## config.mk

```make
export PLATFORM = sky130hd
export DESIGN_NAME = hack_mem_arbiter_flat
export DESIGN_NICKNAME = d
export VERILOG_FILES = /design/src/rtl/hack_pkg.sv /design/src/rtl/hack_mem_arbiter_if.sv /design/src/rtl/hack_arb_age_ctr.sv /design/src/rtl/hack_mem_arbiter.sv /design/src/flat_wrapper.sv
export SDC_FILE = /design/constraint.sdc
export NUM_CORES = 1
export LEC_CHECK = 0
export CORE_MARGIN = 2
export CORE_UTILIZATION = 30
export DETAILED_ROUTE_END_ITERATION = 7
export MAX_ROUTING_LAYER = met4
export PLACE_DENSITY = 0.8
export SLEW_MARGIN = 40
export SYNTH_ARGS = -nofsm -noshare
export SYNTH_HDL_FRONTEND = slang
export SYNTH_SLANG_ARGS = --single-unit
```

## constraint.sdc

```tcl
create_clock -name clk -period 1.3 [get_ports clk]
set_input_delay 0.26 -clock clk [delete_from_list [all_inputs] [get_ports clk]]
set_output_delay 0.26 -clock clk [all_outputs]
set_load 0.05 [all_outputs]
```

## src/rtl/hack_pkg.sv

```systemverilog
// Shared types for the HACK memory arbiter: data word, arbiter state and
// the default video age limit.
package hack_pkg;

    localparam int AGE_LIMIT_DEF = 4;

    typedef logic [15:0] word_t;

    typedef enum logic [1:0] {
        IDLE   = 2'd0,
        CPU_RD = 2'd1,
        VID_RD = 2'd2
    } arb_state_t;

endpackage

```

## src/rtl/hack_mem_arbiter_if.sv

```systemverilog
// Bus bundle between the CPU/video requesters, the arbiter and the
// single-port RAM. The arbiter connects as slave; the requester/RAM side
// (or a bench) connects as master.
interface hack_mem_arbiter_if;
    import hack_pkg::*;

    logic  cpu_req;
    logic  cpu_we;
    word_t cpu_addr;
    word_t cpu_wdata;
    logic  cpu_stall;
    logic  cpu_rvalid;
    word_t cpu_rdata;

    logic  vid_req;
    word_t vid_addr;
    logic  vid_gnt;
    logic  vid_rvalid;
    word_t vid_rdata;

    word_t ram_addr;
    logic  ram_we;
    word_t ram_wdata;
    word_t ram_rdata;

    modport slave (
        input  cpu_req, cpu_we, cpu_addr, cpu_wdata,
        output cpu_stall, cpu_rvalid, cpu_rdata,
        input  vid_req, vid_addr,
        output vid_gnt, vid_rvalid, vid_rdata,
        output ram_addr, ram_we, ram_wdata,
        input  ram_rdata
    );

    modport master (
        output cpu_req, cpu_we, cpu_addr, cpu_wdata,
        input  cpu_stall, cpu_rvalid, cpu_rdata,
        output vid_req, vid_addr,
        input  vid_gnt, vid_rvalid, vid_rdata,
        input  ram_addr, ram_we, ram_wdata,
        output ram_rdata
    );

endinterface

```

## src/rtl/hack_arb_age_ctr.sv

```systemverilog
// Video starvation guard: counts cycles the video requester has waited
// and flags it as aged once the wait reaches AGE_LIMIT. Saturates at
// AGE_LIMIT so it never wraps back to "young".
module hack_arb_age_ctr #(
    parameter int AGE_LIMIT = 4
) (
    input  logic clk,
    input  logic rstn,
    input  logic vid_req,
    input  logic vid_gnt,
    output logic aged
);

    localparam int W = (AGE_LIMIT < 1) ? 1 : $clog2(AGE_LIMIT + 1);
    localparam logic [W-1:0] LIMIT = W'(AGE_LIMIT);

    logic [W-1:0] cnt;

    // Wait counter: clear on grant, count up while waiting, hold at limit.
    always_ff @(posedge clk) begin
        if (!rstn)
            cnt <= '0;
        else if (vid_gnt)
            cnt <= '0;
        else if (vid_req && (cnt < LIMIT))
            cnt <= cnt + W'(1);
    end

    assign aged = (cnt >= LIMIT);

endmodule

```

## src/rtl/hack_mem_arbiter.sv

```systemverilog
// Single-port RAM arbiter between the CPU data port and video scan-out.
// One access per cycle, one-cycle read latency, CPU priority by default.
// Optional feature macro HACK_ARB_AGE_EN: video wins a contest once it has
// waited AGE_LIMIT cycles (hack_arb_age_ctr).
module hack_mem_arbiter
    import hack_pkg::*;
#(
    parameter int AGE_LIMIT = AGE_LIMIT_DEF
) (
    input logic               clk,
    input logic               rstn,
    hack_mem_arbiter_if.slave bus
);

    arb_state_t state_q, state_d;
    logic       cpu_gnt;
    logic       vid_gnt;
    logic       aged;
    word_t      addr_q;
    word_t      wdata_q;

`ifdef HACK_ARB_AGE_EN
    hack_arb_age_ctr #(.AGE_LIMIT(AGE_LIMIT)) u_age (
        .clk     (clk),
        .rstn    (rstn),
        .vid_req (bus.vid_req),
        .vid_gnt (vid_gnt),
        .aged    (aged)
    );
`else
    // Strict CPU priority: video never ages (expression is constant false
    // for any legal AGE_LIMIT).
    assign aged = (AGE_LIMIT < 0);
`endif

    // State register; an in-flight read is dropped by reset.
    always_ff @(posedge clk) begin
        if (!rstn)
            state_q <= IDLE;
        else
            state_q <= state_d;
    end

    // Arbitration, next state and all outputs; everything forced to 0 in reset.
    always_comb begin
        state_d        = IDLE;
        cpu_gnt        = 1'b0;
        vid_gnt        = 1'b0;
        bus.cpu_stall  = 1'b0;
        bus.cpu_rvalid = 1'b0;
        bus.cpu_rdata  = '0;
        bus.vid_gnt    = 1'b0;
        bus.vid_rvalid = 1'b0;
        bus.vid_rdata  = '0;
        bus.ram_addr   = '0;
        bus.ram_we     = 1'b0;
        bus.ram_wdata  = '0;
        if (rstn) begin
            // CPU sits out its own data-return cycle; video is always eligible.
            cpu_gnt = bus.cpu_req && (state_q != CPU_RD) && !(bus.vid_req && aged);
            vid_gnt = bus.vid_req && !cpu_gnt;

            if (cpu_gnt && !bus.cpu_we)
                state_d = CPU_RD;
            else if (vid_gnt)
                state_d = VID_RD;

            // In CPU_RD the CPU consumes rdata, so it is never stalled there.
            if (state_q != CPU_RD)
                bus.cpu_stall = (bus.cpu_req && !cpu_gnt) || (cpu_gnt && !bus.cpu_we);

            if (state_q == CPU_RD) begin
                bus.cpu_rvalid = 1'b1;
                bus.cpu_rdata  = bus.ram_rdata;
            end
            if (state_q == VID_RD) begin
                bus.vid_rvalid = 1'b1;
                bus.vid_rdata  = bus.ram_rdata;
            end

            bus.vid_gnt = vid_gnt;

            // Idle cycles keep the last address/data on the RAM bus.
            bus.ram_addr  = addr_q;
            bus.ram_wdata = wdata_q;
            if (cpu_gnt) begin
                bus.ram_addr  = bus.cpu_addr;
                bus.ram_we    = bus.cpu_we;
                bus.ram_wdata = bus.cpu_wdata;
            end else if (vid_gnt) begin
                bus.ram_addr  = bus.vid_addr;
            end
        end
    end

    // Remember the RAM bus so it can be held when nobody is granted.
    always_ff @(posedge clk) begin
        if (!rstn) begin
            addr_q  <= '0;
            wdata_q <= '0;
        end else begin
            addr_q  <= bus.ram_addr;
            wdata_q <= bus.ram_wdata;
        end
    end

endmodule

```

## src/flat_wrapper.sv

```systemverilog
// flat-port wrapper written by rule: the top's interface ports become plain ports
module hack_mem_arbiter_flat import hack_pkg::*;
#(
    parameter int AGE_LIMIT = AGE_LIMIT_DEF
)
  (clk, rstn, bus_cpu_req, bus_cpu_we, bus_cpu_addr, bus_cpu_wdata, bus_cpu_stall, bus_cpu_rvalid, bus_cpu_rdata, bus_vid_req, bus_vid_addr, bus_vid_gnt, bus_vid_rvalid, bus_vid_rdata, bus_ram_addr, bus_ram_we, bus_ram_wdata, bus_ram_rdata);
  hack_mem_arbiter_if bus_i ();
  input logic clk;
  input logic rstn;
  input wire logic [$bits(bus_i.cpu_req)-1:0] bus_cpu_req;
  input wire logic [$bits(bus_i.cpu_we)-1:0] bus_cpu_we;
  input wire logic [$bits(bus_i.cpu_addr)-1:0] bus_cpu_addr;
  input wire logic [$bits(bus_i.cpu_wdata)-1:0] bus_cpu_wdata;
  output wire logic [$bits(bus_i.cpu_stall)-1:0] bus_cpu_stall;
  output wire logic [$bits(bus_i.cpu_rvalid)-1:0] bus_cpu_rvalid;
  output wire logic [$bits(bus_i.cpu_rdata)-1:0] bus_cpu_rdata;
  input wire logic [$bits(bus_i.vid_req)-1:0] bus_vid_req;
  input wire logic [$bits(bus_i.vid_addr)-1:0] bus_vid_addr;
  output wire logic [$bits(bus_i.vid_gnt)-1:0] bus_vid_gnt;
  output wire logic [$bits(bus_i.vid_rvalid)-1:0] bus_vid_rvalid;
  output wire logic [$bits(bus_i.vid_rdata)-1:0] bus_vid_rdata;
  output wire logic [$bits(bus_i.ram_addr)-1:0] bus_ram_addr;
  output wire logic [$bits(bus_i.ram_we)-1:0] bus_ram_we;
  output wire logic [$bits(bus_i.ram_wdata)-1:0] bus_ram_wdata;
  input wire logic [$bits(bus_i.ram_rdata)-1:0] bus_ram_rdata;
  assign bus_i.cpu_req = bus_cpu_req;
  assign bus_i.cpu_we = bus_cpu_we;
  assign bus_i.cpu_addr = bus_cpu_addr;
  assign bus_i.cpu_wdata = bus_cpu_wdata;
  assign bus_cpu_stall = bus_i.cpu_stall;
  assign bus_cpu_rvalid = bus_i.cpu_rvalid;
  assign bus_cpu_rdata = bus_i.cpu_rdata;
  assign bus_i.vid_req = bus_vid_req;
  assign bus_i.vid_addr = bus_vid_addr;
  assign bus_vid_gnt = bus_i.vid_gnt;
  assign bus_vid_rvalid = bus_i.vid_rvalid;
  assign bus_vid_rdata = bus_i.vid_rdata;
  assign bus_ram_addr = bus_i.ram_addr;
  assign bus_ram_we = bus_i.ram_we;
  assign bus_ram_wdata = bus_i.ram_wdata;
  assign bus_i.ram_rdata = bus_ram_rdata;
  hack_mem_arbiter #(.AGE_LIMIT(AGE_LIMIT)) u_core (.clk(clk), .rstn(rstn), .bus(bus_i));
endmodule
```

==> out/qor.json <==
{
  "place": {
    "dp_cells": 399,
    "numPortBuffers": 137,
    "detailedPlacementHpwl_um": 5450,
    "place.gp.congestion": 0.698,
    "placedInstanceArea_um2": 4580
  },
  "timing": {
    "final.min_clock_period_ns": 1.86,
    "timing.final.crit_share_pct": 143,
    "worst_slew_pin_slew_ns": 0.341,
    "grt_setup_unrepaired": "true",
    "post_layout_worst_setup_margin_ns": -0.559,
    "slew_headroom_pct": 76.8,
    "total_negative_setup_slack_ns": -36.32,
    "timing.clock.skew_ns": 0.00380,
    "final-hold-violation-count": 0,
    "finalSetupViolations": 87,
    "fmax_mhz": 538,
    "slew_viol_final": 0,
    "worst_hold_slack_ns": 0.504
  },
  "floorplanning": {
    "die_height_um": 81.4,
    "core_area_um2": 5850,
    "num_io_pins": 138,
    "fp.dieArea_um2": 6620,
    "die_extent_in_x_um": 81.4,
    "starting_density_of_the_core_pct": 30.7,
    "floorplan.rows": 28
  },
  "status": {
    "failed_checks": "negative setup slack",
    "outcome": "finished, violations left"
  },
  "routing": {
    "vias": 2357,
    "final_antenna_net_count": 0,
    "vias_per_cell": 5.41,
    "wl_per_cell_um": 24.5,
    "route.detailed.drc": 0,
    "drt_first_iter_violations": 102,
    "routed_wl_um": 10700,
    "drtPass1Iterations": 4
  },
  "layout": {
    "final_core_util_pct": 91.1,
    "final-instance-count-excl-fill": 436,
    "final_net_count": 429,
    "final_cell_area_um2": 5330,
    "seq_area_um2": 686,
    "drive_gt1_share_pct": 63.7,
    "multi_input_comb_area_um2": 1690,
    "nFillCells": 201,
    "area_overhead_vs_synth_pct": 197,
    "insertedDiodeCount": 0
  },
  "global_routing": {
    "grt_antenna_before_repair": 0,
    "grt_first_pass_wirelength_um": 11800,
    "global_route.usage.total_pct": 24.7,
    "grt_overflow": 0,
    "first_global_vias": 2254,
    "maximum_number_of_pins_on_one_net_before_global_route_repair": 34
  },
  "critical_path": {
    "critPathMaxStageDelay_ns": 0.33,
    "worstRegToRegCells": 7,
    "crit_slowest_cell": "dfxtp_2",
    "crit_buf_inv": 3,
    "timing.critical_path.required_ns": 1.04,
    "critical_path.startpoint_type": "register",
    "cp_arrival_ns": 1.60,
    "cell_by_cell_listing_of_the_critical_path": "nand2b_4 -> buf_4 -> nor2_4 -> buf_6 -> and2_4 -> buf_12",
    "crit_path_end_kind": "primary output",
    "timing_worst_setup_path_type": "reg2out",
    "timing.critical_path.max_delay_family": "simple AND/OR/NAND/NOR gates",
    "critical_path.max_fanout": 8,
    "number_of_stages_on_the_worst_setup_path": 6
  },
  "clock_network": {
    "clkTransAtPathRegs_ns": 0.08,
    "cts.sinks": 34,
    "tritoncts": "done",
    "htreeDepth": 2,
    "worst_skew_pair.late_latency_ns": 0.30,
    "number_of_buffers_added_by_the_clock_tree_synthesis_step": 5,
    "clock_tree.buffer_depth": 2,
    "cts.root.buffer_cell": "clkbuf_8",
    "cts_hold_repair_buffers": 0
  },
  "synth": {
    "yosys_register_bits": 34,
    "synth_largest_type_area_fraction_pct": 37.9,
    "ys_seq_area_share_pct": 37.9,
    "synthesis.area_um2": 1800,
    "synthesis.yosys.warnings": 0,
    "synth_top_cell_by_area": "dfxtp_1",
    "synth_nets": 245,
    "post_synth_main_area_contributors": "dfxtp_1 38%, a22o_1 16%, o2bb2ai_1 16%",
    "number_of_different_library_cells_in_the_post_synthesis_netlist": 17,
    "syn_area_per_cell_um2": 10.2,
    "netlist_instances": 176
  },
  "job": {
    "maxCapViolations": 0
  },
  "pwr": {
    "power_density_nw_per_um2": 721,
    "cellLeakagePower_nw": 2.15,
    "power.ir.vdd_worst_mv": 0.740
  },
  "hold_path": {
    "holdPathStages": 1,
    "holdCritPathClass": "reg2reg"
  }
}
synth_stat cells:
master / number
inv_1: 1
a22o_1: 32
nor2b_1: 2
a21oi_2: 1
buf_2: 10
nor2_1: 1
o2bb2ai_1: 32
a21o_1: 1
dfxtp_1: 34
nor3b_2: 1
buf_6: 4
mux2i_1: 16
clkbuf_1: 3
nand2b_1: 1
and3_1: 1
and2_1: 35
buf_4: 1
metrics by stage:
step	setup slack, ns	power [mW]
CTS	-0.503	3.59
global placement	-0.527	2.69
finish	-0.559	3.84
global route	-0.580	3.93
detailed placement	-0.598	2.73
floorplan	-0.152	1.93
cells by family (layout without fill, tap and decap cells):
kind of cell,after synthesis,count (layout),share of synthesized area [%]
mux,16,16,8.92
compound gates,66,66,32.1
flops,34,34,37.9
simple gates,41,42,14.5
buf+inv,19,203,6.55
cells in the final DEF (no fill, tap or decap), types with 6 or more instances in the layout:
cell type / instances
buf_4: 21
a22o_4: 11
buf_12: 75
a22o_1: 16
dfxtp_1: 32
o2bb2ai_4: 19
mux2i_2: 11
and2_4: 34
o2bb2ai_1: 8
clkbuf_16: 6
buf_6: 22
clkdlybuf4s50_1: 65
flip-flops by register name, summed over array words and instances, names as in the netlist:
| name | count |
|---|---|
| u_core.state_q | 2 |
| u_core.wdata_q | 16 |
| u_core.addr_q | 16 |
layer usage:
layer / global-route usage [%] / wire length [um]
met3: 5.78 / 490
met1: 26.2 / 4090
met5: - / 0
met2: 45.6 / 5780
met4: 6.61 / 333
power breakdown:
group,leakage (nW),switching (mW),internal [mW],total (mW)
logic,1.83,0.871,0.989,1.86
clock network,0.0452,0.437,0.378,0.815
registers,0.282,0.0500,1.11,1.16
area by class of cell:
cell class | instances | share of cell area, %
Clock buffer | 6 | 1.36
Tap cell | 75 | 1.76
Clock inverter | 2 | 0.258
Multi-Input combinational cell | 124 | 31.7
Sequential cell | 34 | 12.9
Timing Repair Buffer | 194 | 52.0
Inverter | 1 | 0.0704
timing repair:
item | CTS | global route
setup buffers | 8 | 9
endpoints found under the setup margin | 80 | 81
gates cloned | 5 | 9
pin swaps | 21 | 7
gates resized for setup | 47 | 33
final timing paths:
path,from,endpoint,slack [ns]
hold / removal,u_core.wdata_q[7],u_core.wdata_q[7],0.50
setup / recovery,u_core.state_q[1],bus_cpu_rdata[6],-0.56
hold reg to reg,u_core.wdata_q[7],u_core.wdata_q[7],0.50
setup reg to reg,u_core.state_q[1],u_core.wdata_q[9],-0.23
Power figures use the tool's default switching activity.
